==> src/rtl/mux_pkg.sv <==
// Channel encodings shared by the 2-to-1 mux and the 1-to-2 buffered demux.
package mux_pkg;

  typedef enum logic {
    CH_0 = 1'b0,
    CH_1 = 1'b1
  } chan_e;

endpackage

==> src/rtl/demux_chan_fifo.sv <==
// Per-channel FIFO for the buffered demux: registered storage, wrapping pointers,
// occupancy count and full/empty flags. Head data reads 0 while empty.
module demux_chan_fifo #(
  parameter int WIDTH = 8,
  parameter int DEPTH = 2
) (
  input  logic             clk,
  input  logic             rst_n,
  input  logic [WIDTH-1:0] push_data,
  input  logic             push,
  input  logic             pop,
  output logic [WIDTH-1:0] head_data,
  output logic             full,
  output logic             empty
);

  localparam int PTR_W = $clog2(DEPTH);
  localparam int OCC_W = $clog2(DEPTH + 1);

  logic [WIDTH-1:0] mem [DEPTH];
  logic [PTR_W-1:0] wr_ptr;
  logic [PTR_W-1:0] rd_ptr;
  logic [OCC_W-1:0] occ;
  logic             do_push;
  logic             do_pop;

  // A full FIFO refuses a push even when it pops in the same cycle.
  assign do_push = push && !full;
  assign do_pop  = pop && !empty;

  assign full  = (occ == OCC_W'(DEPTH));
  assign empty = (occ == '0);

  always_ff @(posedge clk) begin
    if (!rst_n) begin
      wr_ptr <= '0;
      rd_ptr <= '0;
      occ    <= '0;
    end else begin
      if (do_push) begin
        wr_ptr <= wr_ptr + PTR_W'(1);
      end
      if (do_pop) begin
        rd_ptr <= rd_ptr + PTR_W'(1);
      end
      case ({do_push, do_pop})
        2'b10:   occ <= occ + OCC_W'(1);
        2'b01:   occ <= occ - OCC_W'(1);
        default: occ <= occ;
      endcase
    end
  end

  // Storage is left unreset; the empty gate below keeps stale entries invisible.
  always_ff @(posedge clk) begin
    if (rst_n && do_push) begin
      mem[wr_ptr] <= push_data;
    end
  end

  assign head_data = empty ? '0 : mem[rd_ptr];

endmodule

==> src/rtl/demux_1_to_2_buffered.sv <==
// Routes one valid/ready stream to one of two buffered output channels by a
// per-beat select bit, with a wrapping accepted-beat counter per channel.
module demux_1_to_2_buffered
  import mux_pkg::*;
#(
  parameter int WIDTH = 8,
  parameter int DEPTH = 2,
  parameter int CNT_W = 16
) (
  input  logic             clk,
  input  logic             rst_n,
  input  logic [WIDTH-1:0] in_data,
  input  logic             in_select,
  input  logic             in_valid,
  output logic             in_ready,
  output logic [WIDTH-1:0] out_0_data,
  output logic             out_0_valid,
  input  logic             out_0_ready,
  output logic [WIDTH-1:0] out_1_data,
  output logic             out_1_valid,
  input  logic             out_1_ready,
  output logic [CNT_W-1:0] cnt_0,
  output logic [CNT_W-1:0] cnt_1
);

  chan_e sel;
  logic  full_0;
  logic  full_1;
  logic  empty_0;
  logic  empty_1;
  logic  accept;
  logic  push_0;
  logic  push_1;

  assign sel = chan_e'(in_select);

  // in_ready looks only at the selected channel, never at in_valid.
  assign in_ready = (sel == CH_1) ? !full_1 : !full_0;
  assign accept   = in_valid && in_ready;
  assign push_0   = accept && (sel == CH_0);
  assign push_1   = accept && (sel == CH_1);

  assign out_0_valid = !empty_0;
  assign out_1_valid = !empty_1;

  demux_chan_fifo #(
    .WIDTH(WIDTH),
    .DEPTH(DEPTH)
  ) u_fifo_0 (
    .clk      (clk),
    .rst_n    (rst_n),
    .push_data(in_data),
    .push     (push_0),
    .pop      (out_0_ready),
    .head_data(out_0_data),
    .full     (full_0),
    .empty    (empty_0)
  );

  demux_chan_fifo #(
    .WIDTH(WIDTH),
    .DEPTH(DEPTH)
  ) u_fifo_1 (
    .clk      (clk),
    .rst_n    (rst_n),
    .push_data(in_data),
    .push     (push_1),
    .pop      (out_1_ready),
    .head_data(out_1_data),
    .full     (full_1),
    .empty    (empty_1)
  );

  always_ff @(posedge clk) begin
    if (!rst_n) begin
      cnt_0 <= '0;
      cnt_1 <= '0;
    end else begin
      if (push_0) begin
        cnt_0 <= cnt_0 + CNT_W'(1);
      end
      if (push_1) begin
        cnt_1 <= cnt_1 + CNT_W'(1);
      end
    end
  end

endmodule

==> config.mk <==
export PLATFORM = sky130hd
export DESIGN_NAME = demux_1_to_2_buffered
export DESIGN_NICKNAME = d
export VERILOG_FILES = /design/src/rtl/mux_pkg.sv /design/src/rtl/demux_chan_fifo.sv /design/src/rtl/demux_1_to_2_buffered.sv
export SDC_FILE = /design/constraint.sdc
export NUM_CORES = 1
export LEC_CHECK = 0
export ABC_AREA = 1
export BUFFER_PORTS_ARGS = -buffer_cell sky130_fd_sc_hd__buf_2
export CAP_MARGIN = 0
export CORE_MARGIN = 2
export CORE_UTILIZATION = 59
export CTS_CLUSTER_DIAMETER = 30
export DETAILED_ROUTE_END_ITERATION = 10
export GPL_TIMING_DRIVEN = 0
export PLACE_DENSITY = 0.85
export SYNTH_ARGS = -nofsm -noshare
export SYNTH_HDL_FRONTEND = slang
export SYNTH_SLANG_ARGS = --single-unit
==> constraint.sdc <==
create_clock -name clk -period 4.05 [get_ports clk]
set_input_delay 0.405 -clock clk [delete_from_list [all_inputs] [get_ports clk]]
set_output_delay 0.405 -clock clk [all_outputs]
set_load 0.02 [all_outputs]
==> impl_metrics.yaml <==
outcome:
  status: "finished, final reports clean"
finish:
  fin_nets: 489
  drive_gt1_share_pct: 19.1
  fill_cells: 440
  register_area_mm2: 0.00180
  syn_to_final_growth_pct: 17.1
  multi_input_area_mm2: 0.00123
  layout_commonest_cell: "nand2_1"
  n_antenna_cell: 0
  final_cell_mix: "nand2_1 (108), buf_2 (64), inv_1 (54)"
detailed_routing:
  vias: 2753
  dr.first_iter.drc_count: 206
  firstDrtPassIters: 4
  post_drt_wl_per_cell_um: 11.8
  drt-vias-per-instance: 5.02
  wl_um: 6480
  drc_errors: 0
  antenna_left: 0
global_route:
  antenna_found_initial: 0
  grt_usage_pct: 21.8
  grt_pass1_vias: 2482
  overflow: 0
  grt_pass1_wl_um: 10600
  grt_max_degree: 13
floorplan:
  chipWidth_um: 78.7
  placementRows: 27
  fp.coreArea_mm2: 0.00544
  num_io_pins: 65
  start_util_pct: 60.5
  die_h_um: 78.7
  die_area_mm2: 0.00619
power_and_ir_drop:
  internal-power_w: 0.00110
  swShare_pct: 28.8
  combPwrFrac_pct: 16.4
  clock_power_share_pct: 30.5
  p_sw_w: 0.000446
  p_per_area_mw_per_mm2: 402
  vdd_drop_max_v: 0.000285
  p_leak_nw: 1.73
  pwr-share-seq_pct: 53.1
logic_synthesis:
  synthCells: 397
  synth_fp_nets: 415
  avgSynthCellArea_um2: 8.29
  synth_ff_type: "dfxtp_1"
  synthArstFlopShare_pct: 0
  syn-cell-area_mm2: 0.00329
  ys_warn_count: 0
  ys_seq_elements: 74
  synth_cell_type_count: 26
  synth_seq_area_share_pct: 54.8
  synth_edf_count: 32
cts:
  cts_setup_buffers: 0
  cts_resized: 0
  clock_latency_ns: 0.33
  clk_path_buf_depth: 2
  numCtsBuffers: 9
  path_clk_slew_ns: 0.07
  cts_tree: "built"
  cts_root_buffer: "clkbuf_8"
  hold_buffers: 0
  cts-htree-levels: 3
  clock-sinks: 74
worst_setup_path:
  required_ns: 4.00
  r2r_start: "u_fifo_1.occ[0]"
  endpoint_kind: "flop"
  startpoint_type: "input pin"
  arrival_ns: 2.13
  crit_start: "rst_n"
  crit_type: "input pin to flop"
  cp_max_fo: 10
timing:
  worst_hold_slack_ns: 0.294
  min_period_ns: 2.18
  setup_ws_ns: 1.87
  slew_headroom_pct: 22.8
  rsz0062_at_grt: "false"
  max_freq_mhz: 458
  setup_tns_ns: 0
  worst_slew_pin_slew_ns: 1.15
  final-setup-viol-count: 0
  final_max_slew_viol_count: 0
  hold_violations: 0
  period_share_pct: 53.9
  fin_skew_ns: 0.00744
place:
  hpwl_um: 4670
  gp_congestion: 0.854
  pre_cts_ws_ns: 1.54
  io_buffer_count: 63
hold_path:
  hold_start: "in_data[6]"
  worst_hold_path_type: "input pin to flop"
run:
  max-cap-violations: 0
==> worst paths after layout <==
path,cells past startpoint,slack (ns),to
setup / recovery,4,1.87,u_fifo_1.mem[1][1]
hold / removal,1,0.29,u_fifo_0.mem[0][6]
setup reg to reg,5,1.94,u_fifo_1.mem[1][1]
hold reg to reg,1,0.45,flop
==> power groups by stage <==
stage	sequential [W]	clock, W	combinational, W
after floorplan	0.000838	0	0.000172
after global placement	0.000837	0	0.000246
after detailed placement	0.000838	0	0.000254
after CTS	0.000821	0.000479	0.000255
after global routing	0.000824	0.000517	0.000280
final	0.000821	0.000472	0.000254
==> synth_stat cells (3+ instances only) <==
cell type | instances | share of area [%]
nor2_4 | 3 | 1.0
nor2_1 | 41 | 4.7
a21oi_1 | 41 | 6.2
dfxtp_1 | 42 | 26
o21ai_0 | 10 | 1.5
clkbuf_1 | 4 | 0.46
ha_1 | 4 | 1.5
edfxtp_1 | 32 | 29
nand3_1 | 14 | 2.1
inv_1 | 54 | 6.2
nand4_1 | 7 | 1.3
nand2_1 | 108 | 12
nor3_1 | 17 | 2.6
==> layout make-up <==
class                           instances  share of cell area, %
Timing Repair Buffer                   63                   8.18
Clock inverter                          4                  0.552
Inverter                               57                   5.55
Sequential cell                        74                   46.8
Tap cell                               72                   2.34
Multi-Input combinational cell        258                   31.9
Buffer                                  8                   1.20
Clock buffer                           12                   3.51
==> per-stage QoR <==
step                utilization [%]  cells  cell area, um^2  total power [W]
global route                   70.8    548             3850          0.00162
detailed placement             68.0    532             3700          0.00109
CTS                            70.8    548             3850          0.00156
finish                         70.8    548             3850          0.00155
global placement               68.0    532             3700          0.00108
floorplan                         -    397             3290          0.00101
==> sequential cells by signal (all words and copies together) (netlist names), named ones only <==
signal	cells
u_fifo_0.wr_ptr	1
u_fifo_0.occ	2
cnt_0	16
cnt_1	16
u_fifo_1.occ	2
u_fifo_0.mem	16
u_fifo_1.rd_ptr	1
u_fifo_1.wr_ptr	1
u_fifo_1.mem	16
u_fifo_0.rd_ptr	1
==> critical path, cell delays in order <==
cell      delay [ns]
buf_2           0.20
clkinv_1        0.26
clkbuf_1        0.30
nor3_1          0.97
==> routing by layer <==
metal | up-vias | GRT usage (%) | part of all wire (%)
met5 | - | 0 | 0
met4 | 0 | 8.07 | 1.6
met3 | 11 | 4.25 | 5.0
met2 | 68 | 38.8 | 50
met1 | 1244 | 26.0 | 43
li1 | 1430 | - | -
==> cell families (layout without fill, tap and decap cells) <==
logic type / Yosys count / after routing / synth area share [%]
compound gates: 54 / 54 / 8.44
flops: 74 / 74 / 54.8
simple gates: 200 / 200 / 27.4
buf+inv: 65 / 144 / 7.91
fa+ha+maj: 4 / 4 / 1.52
Note: power is estimated with default switching activity, not from simulation.
